[config.mk]
export PLATFORM = sky130hd
export DESIGN_NAME = tft_spi_tx_flat
export DESIGN_NICKNAME = d
export VERILOG_FILES = /design/src/rtl/tft_pkg.sv /design/src/rtl/tft_spi_tx_if.sv /design/src/rtl/tft_spi_tx.sv /design/src/flat_wrapper.sv
export SDC_FILE = /design/constraint.sdc
export NUM_CORES = 1
export LEC_CHECK = 0
export ABC_AREA = 0
export CELL_PAD_IN_SITES_DETAIL_PLACEMENT = 2
export CELL_PAD_IN_SITES_GLOBAL_PLACEMENT = 2
export CORE_ASPECT_RATIO = 1.4
export CORE_UTILIZATION = 34
export CTS_CLUSTER_SIZE = 20
export DETAILED_ROUTE_END_ITERATION = 16
export GPL_TIMING_DRIVEN = 0
export PLACE_DENSITY_LB_ADDON = 0.1
export SYNTH_ARGS = -nofsm -noshare
export SYNTH_HDL_FRONTEND = slang
export SYNTH_SLANG_ARGS = --single-unit
[constraint.sdc]
create_clock -name clk -period 3.8 [get_ports clk]
set_clock_uncertainty 0.15 [all_clocks]
set_input_delay 0.95 -clock clk [delete_from_list [all_inputs] [get_ports clk]]
set_output_delay 0.95 -clock clk [all_outputs]
set_load 0.05 [all_outputs]
[src/rtl/tft_pkg.sv]
// Shared types and constants for the TFT byte transmitter and its initiators.
package tft_pkg;

  // Transmitter phase: one byte walks IDLE -> (LOW, HIGH) x8 -> HOLD -> GAP -> IDLE
  typedef enum logic [2:0] {
    IDLE,
    LOW,
    HIGH,
    HOLD,
    GAP
  } state_t;

  // Panel command opcodes used by the drawing blocks
  localparam logic [7:0] CMD_CASET = 8'h2A;
  localparam logic [7:0] CMD_RASET = 8'h2B;
  localparam logic [7:0] CMD_RAMWR = 8'h2C;

endpackage

[src/rtl/tft_spi_tx_if.sv]
// Byte handshake between a drawing-block initiator and the TFT SPI transmitter.
interface tft_spi_tx_if;
  logic       tft_transmit;
  logic       tft_dc;
  logic [7:0] tft_data;
  logic       tft_busy;

  modport master (output tft_transmit, tft_dc, tft_data, input tft_busy);
  modport slave  (input tft_transmit, tft_dc, tft_data, output tft_busy);
endinterface

[src/rtl/tft_spi_tx.sv]
// Single-byte SPI mode-0 transmitter for the TFT panel: MSB first, CS_n framed
// per byte, D/C held for the whole frame. No FIFO; one byte in flight.
module tft_spi_tx
  import tft_pkg::*;
#(
  parameter int CLK_DIV = 2,
  parameter int CS_GAP  = 1
) (
  input  logic         clk,
  input  logic         rst,
  tft_spi_tx_if.slave  tft,
  output logic         spi_sck,
  output logic         spi_mosi,
  output logic         spi_cs_n,
  output logic         spi_dc
);

  localparam int HW = $clog2(CLK_DIV + 1);
  localparam int GW = $clog2(CS_GAP + 1);
  // Counters reload on every phase entry and count down to zero
  localparam logic [HW-1:0] H_LD = HW'(CLK_DIV - 1);
  localparam logic [GW-1:0] G_LD = GW'(CS_GAP - 1);

  state_t        state;
  logic          busy;
  logic [HW-1:0] hcnt;
  logic [GW-1:0] gcnt;
  logic [2:0]    bidx;
  logic [6:0]    sh;    // remaining bits after the one on mosi, MSB next

  assign tft.tft_busy = busy;

  // Phase sequencer; every pin is a register so nothing flows input->output combinationally
  always_ff @(posedge clk) begin
    if (rst) begin
      state    <= IDLE;
      busy     <= 1'b0;
      spi_sck  <= 1'b0;
      spi_mosi <= 1'b0;
      spi_cs_n <= 1'b1;
      spi_dc   <= 1'b0;
      hcnt     <= '0;
      gcnt     <= '0;
      bidx     <= '0;
      sh       <= '0;
    end else begin
      case (state)
        IDLE: begin
          if (tft.tft_transmit && !busy) begin
            busy     <= 1'b1;
            spi_cs_n <= 1'b0;
            spi_dc   <= tft.tft_dc;
            spi_mosi <= tft.tft_data[7];
            sh       <= tft.tft_data[6:0];
            spi_sck  <= 1'b0;
            bidx     <= 3'd7;
            hcnt     <= H_LD;
            state    <= LOW;
          end
        end
        LOW: begin
          if (hcnt == '0) begin
            spi_sck <= 1'b1;
            hcnt    <= H_LD;
            state   <= HIGH;
          end else begin
            hcnt <= hcnt - 1'b1;
          end
        end
        HIGH: begin
          if (hcnt == '0) begin
            spi_sck <= 1'b0;
            hcnt    <= H_LD;
            if (bidx != 3'd0) begin
              // next bit goes out together with the falling SCK edge
              bidx     <= bidx - 3'd1;
              spi_mosi <= sh[6];
              sh       <= {sh[5:0], 1'b0};
              state    <= LOW;
            end else begin
              state <= HOLD;
            end
          end else begin
            hcnt <= hcnt - 1'b1;
          end
        end
        HOLD: begin
          if (hcnt == '0) begin
            spi_cs_n <= 1'b1;
            gcnt     <= G_LD;
            state    <= GAP;
          end else begin
            hcnt <= hcnt - 1'b1;
          end
        end
        GAP: begin
          if (gcnt == '0) begin
            busy  <= 1'b0;
            state <= IDLE;
          end else begin
            gcnt <= gcnt - 1'b1;
          end
        end
        default: state <= IDLE;
      endcase
    end
  end

endmodule

[src/flat_wrapper.sv]
// flat-port wrapper written by rule: the top's interface ports become plain ports
module tft_spi_tx_flat import tft_pkg::*;
#(
  parameter int CLK_DIV = 2,
  parameter int CS_GAP  = 1
)
  (clk, rst, spi_sck, spi_mosi, spi_cs_n, spi_dc, tft_tft_transmit, tft_tft_dc, tft_tft_data, tft_tft_busy);
  tft_spi_tx_if tft_i ();
  input  logic clk;
  input  logic rst;
  output logic spi_sck;
  output logic spi_mosi;
  output logic spi_cs_n;
  output logic spi_dc;
  input wire logic [$bits(tft_i.tft_transmit)-1:0] tft_tft_transmit;
  input wire logic [$bits(tft_i.tft_dc)-1:0] tft_tft_dc;
  input wire logic [$bits(tft_i.tft_data)-1:0] tft_tft_data;
  output wire logic [$bits(tft_i.tft_busy)-1:0] tft_tft_busy;
  assign tft_i.tft_transmit = tft_tft_transmit;
  assign tft_i.tft_dc = tft_tft_dc;
  assign tft_i.tft_data = tft_tft_data;
  assign tft_tft_busy = tft_i.tft_busy;
  tft_spi_tx #(.CLK_DIV(CLK_DIV), .CS_GAP(CS_GAP)) u_core (.clk(clk), .rst(rst), .tft(tft_i), .spi_sck(spi_sck), .spi_mosi(spi_mosi), .spi_cs_n(spi_cs_n), .spi_dc(spi_dc));
endmodule
==> results of run 1 <==
==> kinds of logic (layout without fill, tap and decap cells) <==
logic type | after synthesis | after routing
adders and majority gates | 5 | 5
AOI/OAI and AO/OA | 28 | 28
and+or+nand+nor | 35 | 35
muxes | 8 | 8
buffers and inverters | 13 | 32
DFF | 20 | 20
==> path summary, 6_finish.rpt <==
path,depth (start not counted),to,slack (ns)
worst max register to register,7,u_core.bidx[1],1.71
worst min-delay path,2,u_core.sh[0],0.33
worst max-delay path,6,u_core.bidx[1],0.90
worst min register to register,2,u_core.sh[0],0.33
==> through the flow <==
stage,hold WS (ns),instances
global placement,0.306,161
detailed placement,0.330,161
CTS,0.346,165
finish,0.335,165
floorplan,0.295,109
global route,0.356,165
==> sequential cells by signal (all words and copies together), names as in the netlist <==
name and count:
u_core.bidx 3, u_core.hcnt 2, u_core.sh 7, u_core.spi_cs_n 1
u_core.spi_dc 1, u_core.spi_mosi 1, u_core.spi_sck 1, u_core.state 3
u_core.tft.tft_busy 1
==> synth_stat cells, drive strengths merged, types with 2 or more instances <==
library cell	instances	area (um^2)
a211oi	13	138
a21oi	5	25.0
a311oi	2	23.8
a31oi	2	12.5
buf	3	27.5
clkbuf	4	15.0
dfxtp	20	400
ha	4	50.1
inv	6	22.5
mux2i	8	80.1
nand2	4	15.0
nand2b	2	12.5
nor2	15	58.8
nor3	4	25.0
nor4	2	12.5
o21ai	3	15.0
==> power by group <==
group	total, uW	switching (uW)	internal, uW	leakage, uW
sequential	273	23.5	249	0.000165
clock	166	74.1	92.3	0.0000288
combinational	287	170	117	0.000271
==> worst reg2reg max path: cells and delay by family (launching register included) <==
kind / cells / cell delay [ns]
and+or+nand+nor: 2 / 0.25
AOI/OAI and AO/OA: 2 / 0.68
adders and majority gates: 1 / 0.29
DFF: 1 / 0.32
buffers and inverters: 2 / 0.30
==> final cells by class <==
| class | instances | area, um^2 | area share, % |
|---|---|---|---|
| plain buffers | 7 | 42.5 | 3.27 |
| clock buffers | 4 | 55.1 | 4.23 |
| repair buffers | 15 | 150 | 11.5 |
| multi-input cells | 76 | 583 | 44.9 |
| well taps | 37 | 46.3 | 3.56 |
| inverters | 6 | 22.5 | 1.73 |
| flip-flops and latches | 20 | 400 | 30.8 |
==> per-layer routing <==
metal,routed length (um),up-vias
met3,32,2
met5,0,-
met2,1570,7
li1,-,432
met4,25,0
met1,1120,438
==> key figures, run 1 <==
Floorplanning
  • DIE WIDTH: 48.9 um
  • Core area: 2910 um^2
  • Die ar.: 3310 um^2
  • Initial Util: 36.1%
  • Row cnt: 23
  • I/O pin count: 17
  • Die Y: 67.7 um

Synth
  • Syn Area/Cell: 9.62 um^2
  • Sequential share of the synthesized area: 38.2%
  • Synth Area in XOR/XNOR: 0%
  • Distinct cell type count after synthesis: 33
  • Instance count of the mapped netlist: 109
  • Asr flop ratio synth: 0%
  • Most used flip-flop cell after synthesis: dfxtp_1
  • Post-synth EDFFs: 0
  • Post-synthesis compound-gate area fraction: 24.6%
  • Mapped cell area: 1050 um^2
  • Post-Syn Nets: 125
  • YS warnings: 0
  • Simple-gate area share of the yosys netlist: 17.7%
  • Adder-Cell Fraction of Synth Area: 5.73%
  • Synth Register Bits: 20
  • Largest family of logic cells by synthesized area: compound AO/OA/AOI/OAI gates
  • Post-synthesis mux area share: 7.64%

Power and ir drop
  • Final Power: 726 uW
  • Peak supply drop: 283 uV
  • Cell Pwr Density: 559 nW/um^2
  • Leak: 0.000465 uW

STA
  • Final Hold Fails: 0
  • Max_slew headroom: 41.5%
  • Part of the cycle the worst path needs: 76.4%
  • Final setup fails: 0
  • Worst slew pin tran: 0.873 ns
  • Max Freq: 0.344 GHz
  • Final slew viol count: 0
  • Fin crit period: 2.90 ns
  • RSZ-0062 raised after global routing: false
  • Setup slack after layout: 0.896 ns
  • Setup TNS: 0 ns

Run
  • Max cap viols: 0

Clock tree
  • Worst-skew pair later-pin latency: 0.26 ns
  • CTS tree: done
  • Hold Buf Count CTS: 0
  • H-tree depth: 1
  • Reg clk slew, reported paths: 0.07 ns
  • Clk root buf: clkbuf_8
  • # clock sinks: 20
  • Clock Tree Buf Depth: 2
  • Setup Buffers After CTS: 0
  • Post-CTS sizing: 0
  • Inserted Clock Buffers: 3

Global route
  • GRT Total Usage: 19.2%
  • Met3 global-route usage: 2.70%
  • Met1 global-route usage: 19.6%
  • Met2 GRT Util: 38.2%
  • Busiest grt layer: met2
  • Pin count of the biggest net entering global routing: 12
  • Grt ovf: 0
  • Initial antenna violation count: 0
  • First-pass GRT wire length: 4.63 mm
  • Number of global-route vias before repair: 975

Worst setup path
  • Crit. End Element: flop
  • Kind of critical path: in2reg
  • CP max-delay cell: clkdlybuf4s50_1
  • Highest cell delay on the worst timing path: 0.57 ns
  • Crit path buf inv count: 2
  • Startpoint Class: primary input
  • Max Fanout on Critical Path: 10
  • Cell family with most CP delay: buffers and inverters
  • Worst path cell trace: clkdlybuf4s50_1 -> or3b_4 -> a2111oi_4 -> buf_6 -> nor2_2 -> a311oi_2
  • CP Launch Point: tft_tft_transmit
  • Reg-to-Reg Start: u_core.hcnt[0]
  • Critical Path RT: 3.82 ns
  • Arrival time worst endpoint: 2.92 ns

Placement
  • Pre-CTS setup slack: 0.631 ns
  • PortBufs: 15
  • DP Area: 1240 um^2
  • HPWL after DPL: 2.02 mm
  • GP Congestion: 0.732

Finish
  • Fin util: 44.7%
  • Synth-to-layout area growth: 24.0%
  • Fin area: 1300 um^2
  • Commonest non-fill, non-tap cell in the layout: dfxtp_1
  • Nets: 145
  • Antenna cells: 0
  • Most frequent cells in the layout: dfxtp_1, clkdlybuf4s50_1, nor2_1
  • Layout cell share with drive strength beyond 1: 15.6%
  • FILL cells: 321

Drt
  • DR WL/cell: 16.7 um
  • Vias: 879
  • Vias per cell: 5.33
  • WL final: 2.75 mm
  • Pre-Repair DR Iteration Count: 4
  • 1st-iter DRT viols: 9
  • DRT antenna net count: 0
  • DRC violations left: 0

Run status
  • Outcome: finished, final reports clean

Worst hold path
  • Min-delay src: u_core.sh[0]
  • Hold Path Class: reg2reg
Power figures use the tool's default switching activity.
==> inputs of run 2 (changes only) <==
--- a/config.mk
+++ b/config.mk
@@ -9,7 +9,7 @@
 export CELL_PAD_IN_SITES_DETAIL_PLACEMENT = 2
 export CELL_PAD_IN_SITES_GLOBAL_PLACEMENT = 2
 export CORE_ASPECT_RATIO = 1.4
-export CORE_UTILIZATION = 34
+export CORE_UTILIZATION = 29
 export CTS_CLUSTER_SIZE = 20
 export DETAILED_ROUTE_END_ITERATION = 16
 export GPL_TIMING_DRIVEN = 0
==> constraint.sdc (replaced) <==
create_clock -name clk -period 2.6 [get_ports clk]
set_clock_uncertainty 0.15 [all_clocks]
set_input_delay 0.65 -clock clk [delete_from_list [all_inputs] [get_ports clk]]
set_output_delay 0.65 -clock clk [all_outputs]
set_load 0.05 [all_outputs]
==> run 2 against run 1 <==
Worst setup slack worse by 0.79 ns. Clock power up 23%. Critical path type unchanged. Sequential share of layout area up 0.24 points. Critical endpoint unchanged. Largest cell class unchanged. Register-to-register slack worse by 1.2 ns.
==> key figures, run 2 (same netlist as run 1, synthesis figures left out) <==
Run status
  • Outcome: finished, final reports clean

Worst setup path
  • Reg-to-Reg Start: u_core.hcnt[0]
  • Startpoint Class: primary input
  • Max Fanout on Critical Path: 10
  • Slack of the worst reg-to-reg path: 0.47 ns
  • Arrival time worst endpoint: 2.52 ns
  • Critical Path RT: 2.62 ns
  • Kind of critical path: in2reg
  • Crit. End Element: flop
  • CP Launch Point: tft_tft_transmit

Power and ir drop
  • Cell Pwr Density: 788 nW/um^2
  • Leak: 0.000458 uW
  • Combinational Power Share: 41.0%
  • Final Power: 1020 uW
  • Power Internal: 638 uW
  • Sw power: 379 uW
  • Peak supply drop: 344 uV
  • Power share of the sequential group: 38.9%
  • Clock share of power: 20.1%
  • Switching Fraction: 37.2%

Floorplanning
  • Core area: 3410 um^2
  • I/O pin count: 17
  • Die Y: 73.1 um
  • Die ar.: 3860 um^2
  • DIE WIDTH: 52.8 um
  • Row cnt: 25
  • Initial Util: 30.8%

STA
  • RSZ-0062 raised after global routing: false
  • Final Hold Fails: 0
  • Worst slew pin tran: 0.888 ns
  • Final slew viol count: 0
  • Max_slew headroom: 40.5%
  • Max Freq: 0.401 GHz
  • Part of the cycle the worst path needs: 96.0%
  • Fin crit period: 2.50 ns
  • Final setup fails: 0

Clock tree
  • Worst-skew pair later-pin latency: 0.26 ns
  • Inserted Clock Buffers: 3
  • Reg clk slew, reported paths: 0.07 ns
  • CTS tree: done
  • # clock sinks: 20
  • H-tree depth: 1
  • Setup Buffers After CTS: 0
  • Post-CTS sizing: 0
  • Clk root buf: clkbuf_8
  • Clock Tree Buf Depth: 2
  • Hold Buf Count CTS: 0

Global route
  • First-pass GRT wire length: 4.53 mm
  • GRT Total Usage: 16.4%
  • Initial antenna violation count: 0
  • Grt ovf: 0
  • Pin count of the biggest net entering global routing: 11
  • Number of global-route vias before repair: 946

Finish
  • Layout cell share with drive strength beyond 1: 15.0%
  • Nets: 145
  • Most frequent cells in the layout: dfxtp_1, clkdlybuf4s50_1, nor2_1
  • Reg with most FFs: u_core.sh
  • Register area: 400 um^2
  • Commonest non-fill, non-tap cell in the layout: dfxtp_1
  • Largest regs: u_core.sh: 7 flops, u_core.bidx: 3 flops, u_core.state: 3 flops
  • Area of the multi-input gates: 583 um^2
  • Fin util: 37.8%
  • Synth-to-layout area growth: 23.0%
  • Max reg flops: 7
  • Antenna cells: 0
  • FILL cells: 387

Drt
  • DRC violations left: 0
  • 1st-iter DRT viols: 3
  • DR WL/cell: 15.8 um
  • Pre-Repair DR Iteration Count: 4
  • DRT antenna net count: 0
  • WL final: 2.64 mm
  • Vias: 869
  • Vias per cell: 5.20

Placement
  • PortBufs: 15
  • HPWL after DPL: 2.03 mm
  • GP Congestion: 0.684

Worst hold path
  • Hold Path Class: reg2reg
  • Min-delay src: u_core.sh[0]

Run
  • Max cap viols: 0
==> run 2: cell count changes in the layout (fill, tap and decap cells not counted), sizes merged <==
cell,previous run,this run
clkbuf,8,7
==> run 2: per-stage QoR <==
stage | worst slack (ns) | TNS (ns) | cell area, um^2 | hold WS (ns) | std cells
2_1_floorplan | 0.508 | 0 | 1050 | 0.295 | 109
3_3_place_gp | -0.175 | -1.65 | 1250 | 0.306 | 164
3_5_place_dp | -0.227 | -2.21 | 1250 | 0.321 | 164
4_1_cts | 0.0409 | 0 | 1290 | 0.334 | 167
5_1_grt | 0.0268 | 0 | 1290 | 0.354 | 167
6_report | 0.104 | 0 | 1290 | 0.327 | 167
==> run 2: layout make-up <==
class	count	area share, %
inverters	6	1.75
plain buffers	7	3.30
multi-input cells	76	45.2
repair buffers	15	11.6
clock buffers	3	3.20
well taps	40	3.88
flip-flops and latches	20	31.0
==> run 2: critical path, cell delays in order <==
cell and delay (ns):
clkdlybuf4s50_1 0.56, or3b_4 0.43, a2111oi_4 0.41, buf_6 0.20, nor2_2 0.04, a311oi_2 0.22
==> run 2: worst paths after layout <==
path | cells past startpoint | endpoint
max | 6 | u_core.bidx[1]
max reg2reg | 7 | u_core.bidx[1]
min reg2reg | 2 | u_core.sh[0]
min | 2 | u_core.sh[0]
==> run 2: layer usage <==
| layer | track usage [%] | up-vias | wire [um] |
|---|---|---|---|
| met3 | 2.50 | 5 | 43 |
| met4 | 7.02 | 0 | 48 |
| li1 | - | 429 | - |
| met5 | 0 | - | 0 |
| met2 | 30.4 | 10 | 1520 |
| met1 | 17.6 | 425 | 1030 |
==> run 2: power by group through the flow <==
stage	sequential, uW	combinational (uW)	clock (uW)
6_report	396	417	204
5_1_grt	404	460	225
4_1_cts	398	425	215
3_5_place_dp	405	425	0
3_3_place_gp	400	407	0
2_1_floorplan	441	270	0
==> inputs of run 3 (changes only) <==
--- a/config.mk
+++ b/config.mk
@@ -5,12 +5,13 @@
 export SDC_FILE = /design/constraint.sdc
 export NUM_CORES = 1
 export LEC_CHECK = 0
-export ABC_AREA = 0
+export ABC_AREA = 1
 export CELL_PAD_IN_SITES_DETAIL_PLACEMENT = 2
 export CELL_PAD_IN_SITES_GLOBAL_PLACEMENT = 2
 export CORE_ASPECT_RATIO = 1.4
-export CORE_UTILIZATION = 29
-export CTS_CLUSTER_SIZE = 20
+export CORE_MARGIN = 1.5
+export CORE_UTILIZATION = 27
+export CTS_CLUSTER_SIZE = 24
 export DETAILED_ROUTE_END_ITERATION = 16
 export GPL_TIMING_DRIVEN = 0
 export PLACE_DENSITY_LB_ADDON = 0.1
==> run 3 against run 2 <==
Non-clock buffer count is 3 lower. First-iteration DRC count down 33%. Maximum frequency grew 11%. Synthesized area grew 7.0%. Utilization fell by 2.5 points. Count of clock-buffer cells in the layout unchanged. Worst hold slack got worse by 0.0034 ns. Via count rose by 18%. Critical path type is now reg2out. Largest power group unchanged.
==> key figures, run 3 <==
Run status
  • Outcome: finished, final reports clean

Clock tree
  • Worst-skew pair later-pin latency: 0.26 ns
  • Post-CTS sizing: 0
  • Inserted Clock Buffers: 3
  • Reg clk slew, reported paths: 0.08 ns
  • Setup Buffers After CTS: 0
  • CTS tree: done
  • H-tree depth: 1
  • Clock Tree Buf Depth: 2
  • Clk root buf: clkbuf_8
  • Hold Buf Count CTS: 0
  • # clock sinks: 20

Synth
  • Synth area leader: dfxtp_1
  • Synth Register Bits: 20
  • Instance count of the mapped netlist: 153
  • Asr flop ratio synth: 0%
  • Yosys top cell area share: 35.7%
  • Sequential share of the synthesized area: 35.7%
  • Mapped cell area: 1120 um^2
  • Post-synthesis compound-gate area fraction: 11.8%
  • Most used flip-flop cell after synthesis: dfxtp_1
  • Largest cells by area after synthesis: dfxtp_1, nand2_1, a21oi_2
  • Simple-gate area share of the yosys netlist: 38.5%
  • Synth Area in XOR/XNOR: 0.780%
  • Post-synth EDFFs: 0
  • Top cells by count, synth: nand2_1, dfxtp_1, nand2_2
  • Largest family of logic cells by synthesized area: simple AND/OR/NAND/NOR gates
  • Post-Syn Nets: 169
  • Post-synthesis mux area share: 0%
  • Adder-Cell Fraction of Synth Area: 4.46%
  • Distinct cell type count after synthesis: 26
  • YS warnings: 0
  • Syn Area/Cell: 7.34 um^2
  • Most frequent cell after synthesis: nand2_1

Global route
  • Pin count of the biggest net entering global routing: 13
  • Initial antenna violation count: 0
  • GRT Total Usage: 13.7%
  • First-pass GRT wire length: 4.84 mm
  • Number of global-route vias before repair: 1,065
  • Grt ovf: 0

Finish
  • Largest regs: u_core.sh: 7 flops, u_core.bidx: 3 flops, u_core.state: 3 flops
  • Fin area: 1400 um^2
  • Layout cell share with drive strength beyond 1: 22.1%
  • Antenna cells: 0
  • Commonest non-fill, non-tap cell in the layout: nand2_1
  • Nets: 189
  • Reg with most FFs: u_core.sh
  • Synth-to-layout area growth: 24.5%
  • Most frequent cells in the layout: nand2_1, dfxtp_1, clkdlybuf4s50_1
  • Max reg flops: 7
  • Fin util: 35.4%

Worst setup path
  • CP max-delay cell: clkdlybuf4s50_1
  • Highest cell delay on the worst timing path: 0.81 ns
  • Startpoint Class: flop
  • Critical Path RT: 1.80 ns
  • Arrival time worst endpoint: 1.45 ns
  • Crit path buf inv count: 1
  • Cell family with most CP delay: buffers and inverters
  • Crit. End Element: output pin
  • Kind of critical path: reg2out
  • Max Fanout on Critical Path: 3
  • Worst path cell trace: clkdlybuf4s50_1

STA
  • Fin crit period: 2.25 ns
  • Max_slew headroom: 66.8%
  • Setup TNS: 0 ns
  • Max Freq: 0.445 GHz
  • Setup slack after layout: 0.354 ns
  • Final slew viol count: 0
  • Part of the cycle the worst path needs: 86.4%
  • Final Hold Fails: 0
  • RSZ-0062 raised after global routing: false
  • Worst slew pin tran: 0.497 ns
  • Final setup fails: 0

Placement
  • Pre-CTS setup slack: 0.537 ns
  • GP Congestion: 0.749
  • PortBufs: 15
  • DP Area: 1330 um^2
  • HPWL after DPL: 2.32 mm

Floorplanning
  • Die Y: 79.3 um
  • Die ar.: 4560 um^2
  • Row cnt: 27
  • DIE WIDTH: 57.5 um
  • I/O pin count: 17
  • Initial Util: 28.4%
  • Core area: 3950 um^2

Power and ir drop
  • Power share of the sequential group: 27.9%
  • Clock share of power: 17.5%
  • Cell Pwr Density: 1310 nW/um^2
  • Sw power: 839 uW
  • Power Internal: 995 uW
  • Switching Fraction: 45.7%
  • Leak: 0.000608 uW
  • Peak supply drop: 759 uV
  • Combinational Power Share: 54.7%

Drt
  • DR WL/cell: 13.5 um
  • WL final: 2.90 mm
  • Pre-Repair DR Iteration Count: 3
  • DRT antenna net count: 0
  • 1st-iter DRT viols: 2
  • DRC violations left: 0
  • Vias per cell: 4.78
  • Vias: 1,027

Run
  • Max cap viols: 0

Worst hold path
  • Hold Path Class: reg2reg
run 3: stage by stage:
stage	total power [uW]	cells	hold WS, ns
3_3_place_gp	1510	211	0.304
3_5_place_dp	1550	211	0.310
4_1_cts	1880	215	0.325
2_1_floorplan	1290	153	0.294
5_1_grt	2010	215	0.341
6_report	1830	215	0.323
run 3: power groups by stage:
stage | sequential [uW] | clock, uW | combinational [uW]
3_5_place_dp | 521 | 0 | 1030
5_1_grt | 526 | 345 | 1130
3_3_place_gp | 514 | 0 | 997
6_report | 511 | 320 | 1000
2_1_floorplan | 589 | 0 | 698
4_1_cts | 514 | 333 | 1040
run 3: cell type report:
| class | instances | area [um^2] |
|---|---|---|
| buffer | 4 | 40.0 |
| tap | 43 | 53.8 |
| multi-input combinational | 114 | 623 |
| clock buffer | 3 | 41.3 |
| sequential | 20 | 400 |
| fill | 483 | 2550 |
| clock inverter | 1 | 30.0 |
| inverter | 15 | 58.8 |
| timing repair buffer | 15 | 150 |
run 3: kinds of logic (layout without fill, tap and decap cells):
family | Yosys count | after routing
XOR/XNOR | 1 | 1
flip-flops | 20 | 20
buffers and inverters | 19 | 38
AND/OR/NAND/NOR | 90 | 90
adder cells (fa/ha/maj) | 4 | 4
AO/OA/AOI/OAI | 19 | 19
run 3: routing by layer:
metal  vias up  track usage [%]  share of wire [%]
li1        517                -                  -
met1       492             14.9                 41
met2        13             26.0                 55
met3         5             1.95                2.5
met4         0             4.88                1.7
met5         -                0                  0
run 3: worst paths after layout:
path	from	end	slack (ns)	cells past startpoint
worst min-delay path	u_core.sh[0]	u_core.sh[0]	0.32	2
worst max register to register	u_core.hcnt[0]	u_core.sh[2]	0.94	8
worst max-delay path	u_core.tft.tft_busy	tft_tft_busy	0.35	1
worst min register to register	u_core.sh[0]	u_core.sh[0]	0.32	2
==> patch 1 (flow settings as in run 3) <==
The 5 states of `state_t` get a one-hot encoding in 5 bits.
--- a/src/rtl/tft_pkg.sv
+++ b/src/rtl/tft_pkg.sv
@@ -2,12 +2,12 @@
 package tft_pkg;
 
   // Transmitter phase: one byte walks IDLE -> (LOW, HIGH) x8 -> HOLD -> GAP -> IDLE
-  typedef enum logic [2:0] {
-    IDLE,
-    LOW,
-    HIGH,
-    HOLD,
-    GAP
+  typedef enum logic [4:0] {
+    IDLE = 5'b00001,
+    LOW  = 5'b00010,
+    HIGH = 5'b00100,
+    HOLD = 5'b01000,
+    GAP  = 5'b10000
   } state_t;
 
   // Panel command opcodes used by the drawing blocks
Behaviour: no difference found for any inputs over 10 cycles, from zero or initial values and one cycle with rst high; not proved beyond that.
==> patch 1 against run 3 <==
  * Routed wire length is 24% higher
  * Sequential cell count grew 2
  * Critical path type unchanged
  * Synthesized area up 8.1%
  * Die area is 7.8% higher
  * Total power increased by 1.1%
  * Count of clock-buffer cells in the layout is the same
  * Setup slack better by 0.015 ns
  * Fmax up 0.69%
  * Via count increased by 20%
  * Sequential power is 7.6% higher
  * Largest power group unchanged
  * Design area rose by 8.1%
==> patch 1: results (changes against run 3) <==
outcome=finished, final reports clean; clock share of power=17.9% (+0.4 points); met1 Use GR=17.9% (+3.0 points); placed inst area=1440 um^2 (+8.5%); vias in the first global route=1383 (+30%); Syn Area/Cell=6.74 um^2 (-8.1%); Post-Place Worst Slack=0.362 ns (-0.174 ns); met2 wire len=1990 um (+25%); peak supply drop=0.370 mV (-51%); Post-Synth XOR/XNOR Area=0.722% (-0.059 points); Compound-Gate Fraction of Synth Area=9.18% (-2.6 points); post-synthesis sequential area ratio=36.3% (+0.61 points); Post-synth top cells=51 x nand2_1, 26 x nand3_1, 22 x dfxtp_1; share of layout cells above drive strength 1=11.6% (-11 points); Largest regs=u_core.sh: 7 flops, u_core.state: 5 flops, u_core.bidx: 3 flops; DR vias/cell=4.75 (-0.50%); GRT Total Usage=16.5% (+2.8 points); Final clock-cell share=4.72% (-0.38 points); seq pwr=0.550 mW (+7.6%); Syn-to-layout area delta=24.4% (about the same); Worst Path Max Fanout=2 (-1); dpl hpwl=2850 um (+23%); Layout Nets=216 (+14%); grt met3 use=2.34% (+0.38 points); pin count of the biggest net entering global routing=14 (+1); Fill cells=536 (+11%); metal3 WL=72 um (-1.4%); Yosys cell types=21 (-19%); DRT Pass-1 Iters=4 (+1); placer congestion estimate=0.762 (+1.7%); syn nets=196 (+16%); Data buffer area share=12.7% (-0.93 points); FF+latch count, synth=22 (+10%); worst slew margin relative to its limit=65.0% (-1.8 points); met2 usage=31.8% (+5.8 points); WL final=3590 um (+24%); #MultiIn Comb=132 (+16%); Starting DRT DRC Count=14 (+12); Post-Synthesis Cell Area=1210 um^2 (+8.1%); top cells by area, synth=dfxtp_1 36%, nand2_1 16%, nand3_1 11%, a21oi_1 6.2%, inv_1 5.3%; first-pass GRT wire length=6150 um (+27%); register share of the cell area=29.2% (+0.51 points); Total Power=1.85 mW (+1.1%); Non-clock inverters=20 (+5); Met1 Wirelength=1470 um (+24%); post-route insts no fill=259 (+20%)
## patch 1: cell types whose count changed after synthesis, sizes merged, moves of 3 or more
cell and change:
nor2 +6, a21oi +3, inv +6, nand2 -8
nand3 +18
## patch 1: worst paths after layout
path | from | endpoint | slack (ns) | cells after the start
worst max register to register | u_core.hcnt[0]$_SDFFE_PP0P_ | u_core.bidx[0]$_SDFFE_PP0P_ | 0.84 | 10
worst min register to register | u_core.spi_mosi$_SDFFE_PP0P_ | u_core.spi_mosi$_SDFFE_PP0P_ | 0.32 | 2
worst max-delay path | u_core.spi_dc$_SDFFE_PP0P_ | spi_dc | 0.37 | 1
worst min-delay path | u_core.spi_mosi$_SDFFE_PP0P_ | u_core.spi_mosi$_SDFFE_PP0P_ | 0.32 | 2
## patch 1: tightest hold or removal path, stage by stage (launching register included)
cell,delay (ns)
dfxtp_1,0.32
nand2_1,0.06
a21oi_1,0.05
==> patch 2 (config.mk and constraints of run 3) <==
Without the edit above. `CLK_DIV` is set to 2 in 2 places; all go to 8.
--- a/src/rtl/tft_spi_tx.sv
+++ b/src/rtl/tft_spi_tx.sv
@@ -3,7 +3,7 @@
 module tft_spi_tx
   import tft_pkg::*;
 #(
-  parameter int CLK_DIV = 2,
+  parameter int CLK_DIV = 8,
   parameter int CS_GAP  = 1
 ) (
   input  logic         clk,
--- a/src/flat_wrapper.sv
+++ b/src/flat_wrapper.sv
@@ -1,7 +1,7 @@
 // flat-port wrapper written by rule: the top's interface ports become plain ports
 module tft_spi_tx_flat import tft_pkg::*;
 #(
-  parameter int CLK_DIV = 2,
+  parameter int CLK_DIV = 8,
   parameter int CS_GAP  = 1
 )
   (clk, rst, spi_sck, spi_mosi, spi_cs_n, spi_dc, tft_tft_transmit, tft_tft_dc, tft_tft_data, tft_tft_busy);
Check against the original RTL: not equivalent (a bounded check fails within 4 cycles, from zero or initial values and one cycle with rst high).
==> patch 2 against run 3 <==
  * Sequential cell count is 2 higher
  * Utilization is 0.63 points lower
  * Sequential power is 2% higher
  * Synthesized area is 17% higher
  * Critical path depth stayed put
  * Design area is 15% higher
  * Routed wire length is 26% higher
  * Worst hold slack better by 0.0080 ns
  * Setup slack worse by 0.0018 ns
  * Count of clock-buffer cells in the layout is 1 higher
  * Total power is 5.4% higher
  * Largest power group unchanged
==> patch 2: results (changes against run 3) <==
Worst Path Max Fanout=3 (unchanged); antenna violations before repair=0 (unchanged); share of the synthesized area in the top cell type=33.4% (-2.2 points); Setup Fix Bufs, Post-CTS=0 (unchanged); CTS clk-pin slew, worst paths=approximately 0.090 ns; GRT Total Usage=16.3% (+2.6 points); worst-case reg-to-reg path depth=9 (+1); Hold Crit Endpoint=u_core.spi_sck$_SDFFE_PP0P_; share of layout cells above drive strength 1=10.6% (-12 points); post-synthesis sequential area ratio=33.4% (-2.2 points); Clock Path Buffers=2 (unchanged); worst slew margin relative to its limit=66.9% (about the same); clk_lat worst skew=0.28 ns (+0.02 ns); DRT Pass-1 Iters=3 (unchanged); R2R Path End=u_core.hcnt[0]$_SDFFE_PP0P_; Lkg Pwr=0.777 nW (+28%); Yosys cell types=24 (-7.7%); ys async rst share=0% (unchanged); Root Buffer=clkbuf_8; placer congestion estimate=0.756 (+0.91%); pin count of the biggest net entering global routing=13 (unchanged); Post-synth top cells=63 x nand2_1, 35 x nor2_1, 25 x inv_1; outcome=finished, final reports clean; Layout Nets=234 (+24%); clock buffer count from CTS=3 (unchanged); Largest regs=u_core.sh: 7 flops, u_core.hcnt: 4 flops; Starting DRT DRC Count=20 (+18); dpl hpwl=2940 um (+27%); FF-to-FF setup slack=0.91 ns (-0.03 ns); Hold Crit Class=reg2reg; Top delay family on crit path=buffers and inverters; Min-Delay Startpoint=u_core.spi_sck$_SDFFE_PP0P_; IO Port Bufs=15 (unchanged); vias in the first global route=1400 (+31%); peak supply drop=0.352 mV (-54%); Crit path arrival time=1.45 ns (about the same); cts repair resizes=0 (unchanged); first-pass GRT wire length=6470 um (+34%); switch share=48.5% (+2.8 points); placed inst area=1550 um^2 (+17%); routed wire length per instance=13.1 um (-2.9%); Fill cells=583 (+21%); Post-Place Worst Slack=0.443 ns (-0.0936 ns); syn nets=214 (+27%); top cells by area, synth=dfxtp_1 33%, nand2_1 18%, nor2_1 10%, inv_1 7.1%, o21ai_0 3.8%; via count=1267 (+23%); Worst R2R Start=u_core.hcnt[0]$_SDFFE_PP0P_
-- patch 2: cell count changes in the layout (fill, tap and decap cells not counted), moves of 2 or more --
cell,delta
buf_6,+3
nor2_1,+24
nand2_1,+12
o21ai_0,+4
nor2_8,+2
a21oi_2,-9
inv_1,+14
a21oi_1,+4
dfxtp_1,+2
nand2_2,-9
-- patch 2: how the worst max path moves through the flow --
stage / endpoint / startpoint / slack, ns
6_report: tft_tft_busy / u_core.tft.tft_busy$_SDFFE_PP0P_ / 0.35
5_1_grt: tft_tft_busy / u_core.tft.tft_busy$_SDFFE_PP0P_ / 0.29
4_1_cts: tft_tft_busy / u_core.tft.tft_busy$_SDFFE_PP0P_ / 0.33
3_5_place_dp: u_core.sh[4]$_SDFFE_PP0P_ / tft_tft_transmit / 0.44
3_3_place_gp: u_core.sh[4]$_SDFFE_PP0P_ / tft_tft_transmit / 0.43
2_1_floorplan: u_core.bidx[2]$_SDFFE_PP0P_ / u_core.tft.tft_busy$_SDFFE_PP0P_ / 0.98
-- patch 2: routing by layer --
layer	part of all wire, %	vias to the layer above	track usage, %
met5	0	-	0
met4	1.2	0	4.64
met3	2.4	4	2.71
met2	56	15	29.7
met1	40	604	18.4
li1	-	644	-
-- patch 2: worst min-delay path, stage by stage (launching register included) --
cell	delay, ns
dfxtp_1	0.32
nand2_1	0.06
a21oi_1	0.06
-- patch 2: per-stage QoR --
| stage | std cells | hold slack, ns |
|---|---|---|
| 6_report | 280 | 0.331 |
| 5_1_grt | 280 | 0.365 |
| 4_1_cts | 280 | 0.334 |
| 3_5_place_dp | 276 | 0.319 |
| 3_3_place_gp | 276 | 0.302 |
| 2_1_floorplan | 199 | 0.289 |
-- patch 2: cells by family (layout without fill, tap and decap cells) --
| group | after synthesis | after routing | synth area share (%) |
|---|---|---|---|
| compound gates | 19 | 19 | 7.69 |
| xor+xnor | 1 | 1 | 0.665 |
| simple gates | 120 | 120 | 42.9 |
| flops | 22 | 22 | 33.4 |
| buf+inv | 34 | 53 | 12.4 |
| fa+ha+maj | 3 | 3 | 2.85 |
-- patch 2: cell type report --
| class | count | area, um^2 | area share (%) |
|---|---|---|---|
| plain buffers | 7 | 57.6 | 3.60 |
| multi-input cells | 143 | 713 | 44.6 |
| inverters | 27 | 106 | 6.65 |
| clock buffers | 4 | 55.1 | 3.44 |
| well taps | 62 | 77.6 | 4.85 |
| flip-flops and latches | 22 | 440 | 27.5 |
| repair buffers | 15 | 150 | 9.38 |
-- patch 2: power by group through the flow --
stage	Sequential (mW)	Clock (mW)	Combinational, mW
finish	0.523	0.266	1.14
floorplan	0.590	0	0.813
CTS	0.525	0.277	1.18
detailed placement	0.533	0	1.18
global route	0.534	0.289	1.33
global placement	0.527	0	1.12
